==> src/rtl/dma_bus_sequencer.sv <==
// Arbitrates CPU and bus/DMA access to local memory and sequences the bus handshake.
// Optional BWAIT watchdog is built when DMA_WATCHDOG_EN is defined.
module dma_bus_sequencer #(
    parameter int D50 = 2,
    parameter int TMO = 64
) (
    input  logic sysclk,
    input  logic sys_rst,
    input  logic cpu_req,
    input  logic bus_req,
    input  logic bdap,
    input  logic mwrite_n,
    output logic cgnt_n,
    output logic bgnt_n,
    output logic bgnt50_n,
    output logic bdap50_n,
    output logic gnt_n,
    output logic bact,
    output logic wr_lat,
    output logic timeout
);

    typedef enum logic [2:0] {
        S_IDLE,
        S_CPU,
        S_BADR,
        S_BWAIT,
        S_BDATA,
        S_REL
    } state_t;

    localparam logic [3:0] LP_D50 = 4'(D50);

    if (D50 < 1 || D50 > 15 || TMO < 2 || TMO > 255) begin : g_param_err
        $error("dma_bus_sequencer: D50 or TMO out of range");
    end

    state_t     r_state;
    state_t     w_state_nxt;
    logic [3:0] r_cnt;
    logic [3:0] w_cnt_nxt;
    logic       r_last_bus;
    logic       w_last_bus_nxt;
    logic       w_pick_bus;
    logic       w_bus_nxt;
    logic       w_wd_hit;

    logic       r_cgnt_n;
    logic       r_bgnt_n;
    logic       r_bgnt50_n;
    logic       r_bdap50_n;
    logic       r_gnt_n;
    logic       r_bact;
    logic       r_wr_lat;
    logic       w_cgnt_n_nxt;
    logic       w_bgnt_n_nxt;
    logic       w_bgnt50_n_nxt;
    logic       w_bdap50_n_nxt;
    logic       w_wr_lat_nxt;

    // Bus wins a tie unless it was the last requester served.
    assign w_pick_bus = bus_req && (!cpu_req || !r_last_bus);

    always_comb begin
        w_state_nxt    = r_state;
        w_cnt_nxt      = r_cnt;
        w_last_bus_nxt = r_last_bus;
        unique case (r_state)
            S_IDLE: begin
                if (w_pick_bus) begin
                    w_state_nxt    = S_BADR;
                    w_cnt_nxt      = LP_D50;
                    w_last_bus_nxt = 1'b1;
                end else if (cpu_req) begin
                    w_state_nxt    = S_CPU;
                    w_last_bus_nxt = 1'b0;
                end
            end
            S_CPU: begin
                if (!cpu_req) begin
                    w_state_nxt = S_REL;
                end
            end
            S_BADR: begin
                if (!bus_req) begin
                    w_state_nxt = S_REL;
                    w_cnt_nxt   = 4'd0;
                end else if (r_cnt <= 4'd1) begin
                    w_state_nxt = S_BWAIT;
                    w_cnt_nxt   = 4'd0;
                end else begin
                    w_cnt_nxt = r_cnt - 4'd1;
                end
            end
            S_BWAIT: begin
                if (!bus_req) begin
                    w_state_nxt = S_REL;
                end else if (bdap) begin
                    w_state_nxt = S_BDATA;
                    w_cnt_nxt   = LP_D50;
                end else if (w_wd_hit) begin
                    w_state_nxt = S_REL;
                end
            end
            S_BDATA: begin
                if (!bdap) begin
                    w_state_nxt = S_REL;
                    w_cnt_nxt   = 4'd0;
                end else if (r_cnt != 4'd0) begin
                    w_cnt_nxt = r_cnt - 4'd1;
                end
            end
            S_REL: begin
                w_state_nxt = S_IDLE;
            end
            default: begin
                w_state_nxt = S_IDLE;
                w_cnt_nxt   = 4'd0;
            end
        endcase
    end

    // Output values are derived from the next state so every output is a flop.
    always_comb begin
        w_bus_nxt      = (w_state_nxt == S_BADR) ||
                         (w_state_nxt == S_BWAIT) ||
                         (w_state_nxt == S_BDATA);
        w_cgnt_n_nxt   = (w_state_nxt != S_CPU);
        w_bgnt_n_nxt   = !w_bus_nxt;
        w_bgnt50_n_nxt = !((w_state_nxt == S_BWAIT) ||
                           (w_state_nxt == S_BDATA));
        w_bdap50_n_nxt = 1'b1;
        if ((w_state_nxt == S_BDATA) && (r_state == S_BDATA) &&
            ((r_cnt == 4'd1) || !r_bdap50_n)) begin
            w_bdap50_n_nxt = 1'b0;
        end
        w_wr_lat_nxt = 1'b0;
        if ((r_state == S_IDLE) && (w_state_nxt == S_BADR)) begin
            w_wr_lat_nxt = !mwrite_n;
        end else if (w_bus_nxt) begin
            w_wr_lat_nxt = r_wr_lat;
        end
    end

    always_ff @(posedge sysclk) begin
        if (sys_rst) begin
            r_state    <= S_IDLE;
            r_cnt      <= 4'd0;
            r_last_bus <= 1'b0;
            r_cgnt_n   <= 1'b1;
            r_bgnt_n   <= 1'b1;
            r_bgnt50_n <= 1'b1;
            r_bdap50_n <= 1'b1;
            r_gnt_n    <= 1'b1;
            r_bact     <= 1'b0;
            r_wr_lat   <= 1'b0;
        end else begin
            r_state    <= w_state_nxt;
            r_cnt      <= w_cnt_nxt;
            r_last_bus <= w_last_bus_nxt;
            r_cgnt_n   <= w_cgnt_n_nxt;
            r_bgnt_n   <= w_bgnt_n_nxt;
            r_bgnt50_n <= w_bgnt50_n_nxt;
            r_bdap50_n <= w_bdap50_n_nxt;
            r_gnt_n    <= w_cgnt_n_nxt & w_bgnt_n_nxt;
            r_bact     <= w_bus_nxt;
            r_wr_lat   <= w_wr_lat_nxt;
        end
    end

`ifdef DMA_WATCHDOG_EN
    localparam logic [7:0] LP_TMO_LAST = 8'(TMO - 1);

    logic [7:0] r_wd;
    logic       r_timeout;

    assign w_wd_hit = (r_state == S_BWAIT) && (r_wd == LP_TMO_LAST);

    always_ff @(posedge sysclk) begin
        if (sys_rst) begin
            r_wd      <= 8'd0;
            r_timeout <= 1'b0;
        end else begin
            r_timeout <= w_wd_hit && bus_req && !bdap;
            if ((r_state == S_BWAIT) && (w_state_nxt == S_BWAIT)) begin
                r_wd <= r_wd + 8'd1;
            end else begin
                r_wd <= 8'd0;
            end
        end
    end

    assign timeout = r_timeout;
`else
    assign w_wd_hit = 1'b0;
    assign timeout  = 1'b0;
`endif

    assign cgnt_n   = r_cgnt_n;
    assign bgnt_n   = r_bgnt_n;
    assign bgnt50_n = r_bgnt50_n;
    assign bdap50_n = r_bdap50_n;
    assign gnt_n    = r_gnt_n;
    assign bact     = r_bact;
    assign wr_lat   = r_wr_lat;

endmodule

==> config.mk <==
export PLATFORM = sky130hd
export DESIGN_NAME = dma_bus_sequencer
export DESIGN_NICKNAME = d
export VERILOG_FILES = /design/src/rtl/dma_bus_sequencer.sv
export SDC_FILE = /design/constraint.sdc
export NUM_CORES = 1
export LEC_CHECK = 0
export BUFFER_PORTS_ARGS = -buffer_cell sky130_fd_sc_hd__buf_2
export CAP_MARGIN = 20
export CORE_MARGIN = 2
export CORE_UTILIZATION = 55
export DETAILED_ROUTE_END_ITERATION = 8
export PLACE_DENSITY = 0.88
export REMOVE_ABC_BUFFERS = 1
export SYNTH_ARGS = -nofsm -noshare
export SYNTH_HDL_FRONTEND = slang
export SYNTH_SLANG_ARGS = --single-unit
==> constraint.sdc <==
create_clock -name sysclk -period 3.75 [get_ports sysclk]
set_input_delay 0.75 -clock sysclk [delete_from_list [all_inputs] [get_ports sysclk]]
set_output_delay 0.75 -clock sysclk [all_outputs]
set_load 0.05 [all_outputs]
==> summary.txt <==
Floorplanning
  • Initial Utilization: 60.70%
  • Die W: 42.60 um
  • Vertical extent of the die: 42.60 um
  • Area of the die: 1815 um^2
  • Row cnt: 13
  • Core region area: 1350 um^2
  • I/O pin count: 14

Clock tree
  • Count of cells resized by post-cts repair: 0
  • Clock-pin slew of the registers on the worst-case setup and hold paths: 90 ps
  • Number of setup buffers added after CTS: 0
  • Number of buffers on the longest clock path: 2
  • Clock insertion delay at the later pin of the skew report: 300 ps
  • Root Driver: sky130_fd_sc_hd__clkbuf_4
  • CTS tree: built
  • Clock buffers created by TritonCTS: 3
  • Clk sink count: 15
  • H-tree lvl count: 1
  • Hold-fix buffer count after cts: 0

Timing
  • Final worst clock skew: 1.559 ps
  • Final hold violation count: 0
  • Unrepaired setup endpoints after global routing: no
  • Number of setup violations in the final report: 0
  • Tightest hold margin: 481.0 ps
  • Fraction of the cycle the final worst path needs: 57.39%
  • Minimum clock period: 2152 ps
  • Slew margin rel.: 55.84%
  • Actual slew at the worst max-slew pin: 654.1 ps
  • Setup TNS: 0 ps
  • Final max-slew violation count: 0
  • Highest achievable clock rate: 0.4647 GHz

Placed design
  • Number of port buffers: 12
  • Dpl hpwl: 1.259 mm
  • Routability congestion estimate: 0.9192

Worst hold path
  • Worst min-delay path endpoint: bdap50_n$_SDFF_PP1_
  • Number of instances on the worst hold path: 2
  • Beginning of the worst hold path: bdap50_n$_SDFF_PP1_
  • Worst min-delay path category: flop to flop

Logic synthesis
  • Dominant combinational cell family by area after synthesis: compound AO/OA/AOI/OAI gates
  • Top FF cell, synth: sky130_fd_sc_hd__dfxtp_1
  • Asr flop ratio synth: 0%
  • Simple-gate portion of the synthesized area: 23.66%
  • Distinct cells, synth: 41
  • Warning count from the yosys run: 0
  • Cell area after technology mapping: 819.5 um^2
  • Yosys top cell by area: sky130_fd_sc_hd__dfxtp_1
  • Most numerous cell in the Yosys netlist: sky130_fd_sc_hd__dfxtp_1
  • Most frequent cells after synthesis: 15 x sky130_fd_sc_hd__dfxtp_1, 10 x sky130_fd_sc_hd__nor2_1, 9 x sky130_fd_sc_hd__a21oi_1, 7 x sky130_fd_sc_hd__inv_1, 6 x sky130_fd_sc_hd__nand2_1
  • Post-synthesis sequential area ratio: 36.64%
  • Area fraction in compound gates after synthesis: 28.70%
  • Fraction of synthesized area in multiplexers: 1.221%
  • Synth top area share: 36.64%
  • Xor and xnor area share after synthesis: 0%
  • Area contributors post-synth: sky130_fd_sc_hd__dfxtp_1 37%, sky130_fd_sc_hd__a21oi_1 5.5%, sky130_fd_sc_hd__nor2_1 4.6%
  • Number of standard cells after synthesis: 97
  • Post-synth EDFFs: 0
  • Average size of a mapped cell: 8.449 um^2
  • Adder and majority gate portion of the synthesized area: 3.053%
  • Register bit total from synthesis: 15

Finish
  • Final #Nets: 118
  • Sequential cell area: 300.3 um^2
  • Area of combinational cells with multiple inputs: 467.9 um^2
  • Area added between synthesis and finish: 10.38%
  • Largest regs: r_cnt x4, r_state x3
  • Filler Cell Count: 116
  • Most flops, register: r_cnt
  • Largest register FFs: 4
  • Antenna diodes: 0
  • Share of final-layout standard cells stronger than drive strength 1: 21.10%

Global routing
  • Maximum number of pins on one net before global-route repair: 15
  • Number of global-route vias before repair: 670
  • GRT Residual Overflow: 0
  • Antenna violations before repair: 0
  • Global-route total usage across every layer: 22.02%
  • Global-route wire length before repair: 3.008 mm

Setup path
  • Crit path required time: 3960 ps
  • Cells along the critical path: inv_1, ha_1, nor2_1, o311ai_0, a211oi_2, a21oi_1, a311oi_1
  • Startpoint Class: flop
  • Critical path buffers and inverters: 1
  • Delay-heaviest family, CP: compound AO/OA/AOI/OAI gates
  • Type of destination of the critical path: flop
  • Reg2reg start: r_cnt[0]$_SDFFE_PP0P_
  • Max Fanout on Critical Path: 6
  • Worst Reg2Reg Path Length in Cells: 7
  • Data arrival time of the worst path: 2360 ps
  • FF-to-FF End: wr_lat$_SDFFE_PP0P_
  • Setup slack, reg-to-reg: 1600 ps
  • Crit path from: r_cnt[0]$_SDFFE_PP0P_
  • Critical path type: flop to flop
  • Slowest cell on the critical path: sky130_fd_sc_hd__a211oi_2
  • Slowest cell delay on critical path: 470 ps

Detailed routing
  • Routed wirelength normalized by instance count: 14.19 um
  • Wire length after detailed routing: 1.759 mm
  • Count of routing violations after the opening detailed-route iteration: 23
  • Vias: 781
  • Post-route antenna net violation count: 0
  • Number of remaining DRC errors: 0
  • Vias per cell: 6.298
  • Number of search-and-repair iterations in the first detailed-routing pass: 4

Pwr
  • Leakage power total: 0.0003797 uW
  • Maximum ir drop on the vdd rail: 0.0003711 V
  • Pwr/cell area: 725.2 nW/um^2

Outcome
  • Outcome: finished, final reports clean

Flow run
  • Maximum Capacitance Violations: 0
[report_power, final]
group | switching [uW] | internal, uW | leakage, uW
logic | 214 | 106 | 0.000239
clock network | 57.3 | 39.8 | 0.0000177
registers | 40.5 | 199 | 0.000123
[routing by layer]
| layer | vias to the layer above | wire [um] | track usage, % |
|---|---|---|---|
| met2 | 33 | 842 | 35.08 |
| met4 | 0 | 52 | 13.75 |
| met3 | 7 | 102 | 3.879 |
| met1 | 363 | 761 | 27.18 |
| met5 | - | 0 | 0 |
| li1 | 378 | - | - |
[cells in the final DEF (no fill, tap or decap), types with 2 or more instances in the layout]
cell type                  synthesis  final
sky130_fd_sc_hd__nand2_1           6      6
sky130_fd_sc_hd__o21ai_0           2      2
sky130_fd_sc_hd__nand3_1           3      3
sky130_fd_sc_hd__a311oi_1          2      2
sky130_fd_sc_hd__dfxtp_1          15     15
sky130_fd_sc_hd__a21oi_1           9      9
sky130_fd_sc_hd__nor2b_1           4      4
sky130_fd_sc_hd__and2_1            3      3
sky130_fd_sc_hd__nand2b_1          2      2
sky130_fd_sc_hd__o311ai_0          2      2
sky130_fd_sc_hd__clkbuf_4          0      3
sky130_fd_sc_hd__buf_2             2     12
sky130_fd_sc_hd__ha_1              2      2
sky130_fd_sc_hd__inv_1             7      7
sky130_fd_sc_hd__nor2_1           10     10
sky130_fd_sc_hd__o211ai_1          2      2
[kinds of logic after synthesis]
family / after synthesis
and+or+nand+nor: 36
AOI/OAI and AO/OA: 30
DFF: 15
buffers and inverters: 12
adders and majority gates: 2
muxes: 1
other: 1
[metrics by stage]
stage | worst slack (ps) | std cells | area (um^2) | util (%) | total power, uW
finish | 1598 | 124 | 904.6 | 67.01 | 656.0
global route | 1433 | 124 | 904.6 | 67.01 | 696.0
CTS | 1638 | 124 | 904.6 | 67.01 | 653.8
detailed placement | 1518 | 120 | 877.1 | 64.97 | 558.6
global placement | 1532 | 120 | 877.1 | 64.97 | 549.0
floorplan | 1806 | 93 | 798.3 | - | 488.1
[worst min-delay path, stage by stage (launching register included)]
cell and delay [ps]:
sky130_fd_sc_hd__dfxtp_1 330, sky130_fd_sc_hd__nand2_1 50, sky130_fd_sc_hd__nand4_1 70
[final cells by class]
type | instances | share of cell area [%]
Clock inverter | 1 | 0.5533
Clock buffer | 3 | 2.490
Inverter | 8 | 3.320
Multi-Input combinational cell | 70 | 51.73
Timing Repair Buffer | 12 | 6.639
Sequential cell | 15 | 33.20
Tap cell | 15 | 2.075
[worst max-delay path by stage]
stage	to	cells past startpoint
after detailed placement	r_cnt[2]$_SDFFE_PP0P_	6
after CTS	wr_lat$_SDFFE_PP0P_	7
final	wr_lat$_SDFFE_PP0P_	7
after floorplan	r_cnt[2]$_SDFFE_PP0P_	5
after global placement	r_cnt[2]$_SDFFE_PP0P_	6
after global routing	wr_lat$_SDFFE_PP0P_	7
No activity file was read; power rests on OpenSTA's default activity.
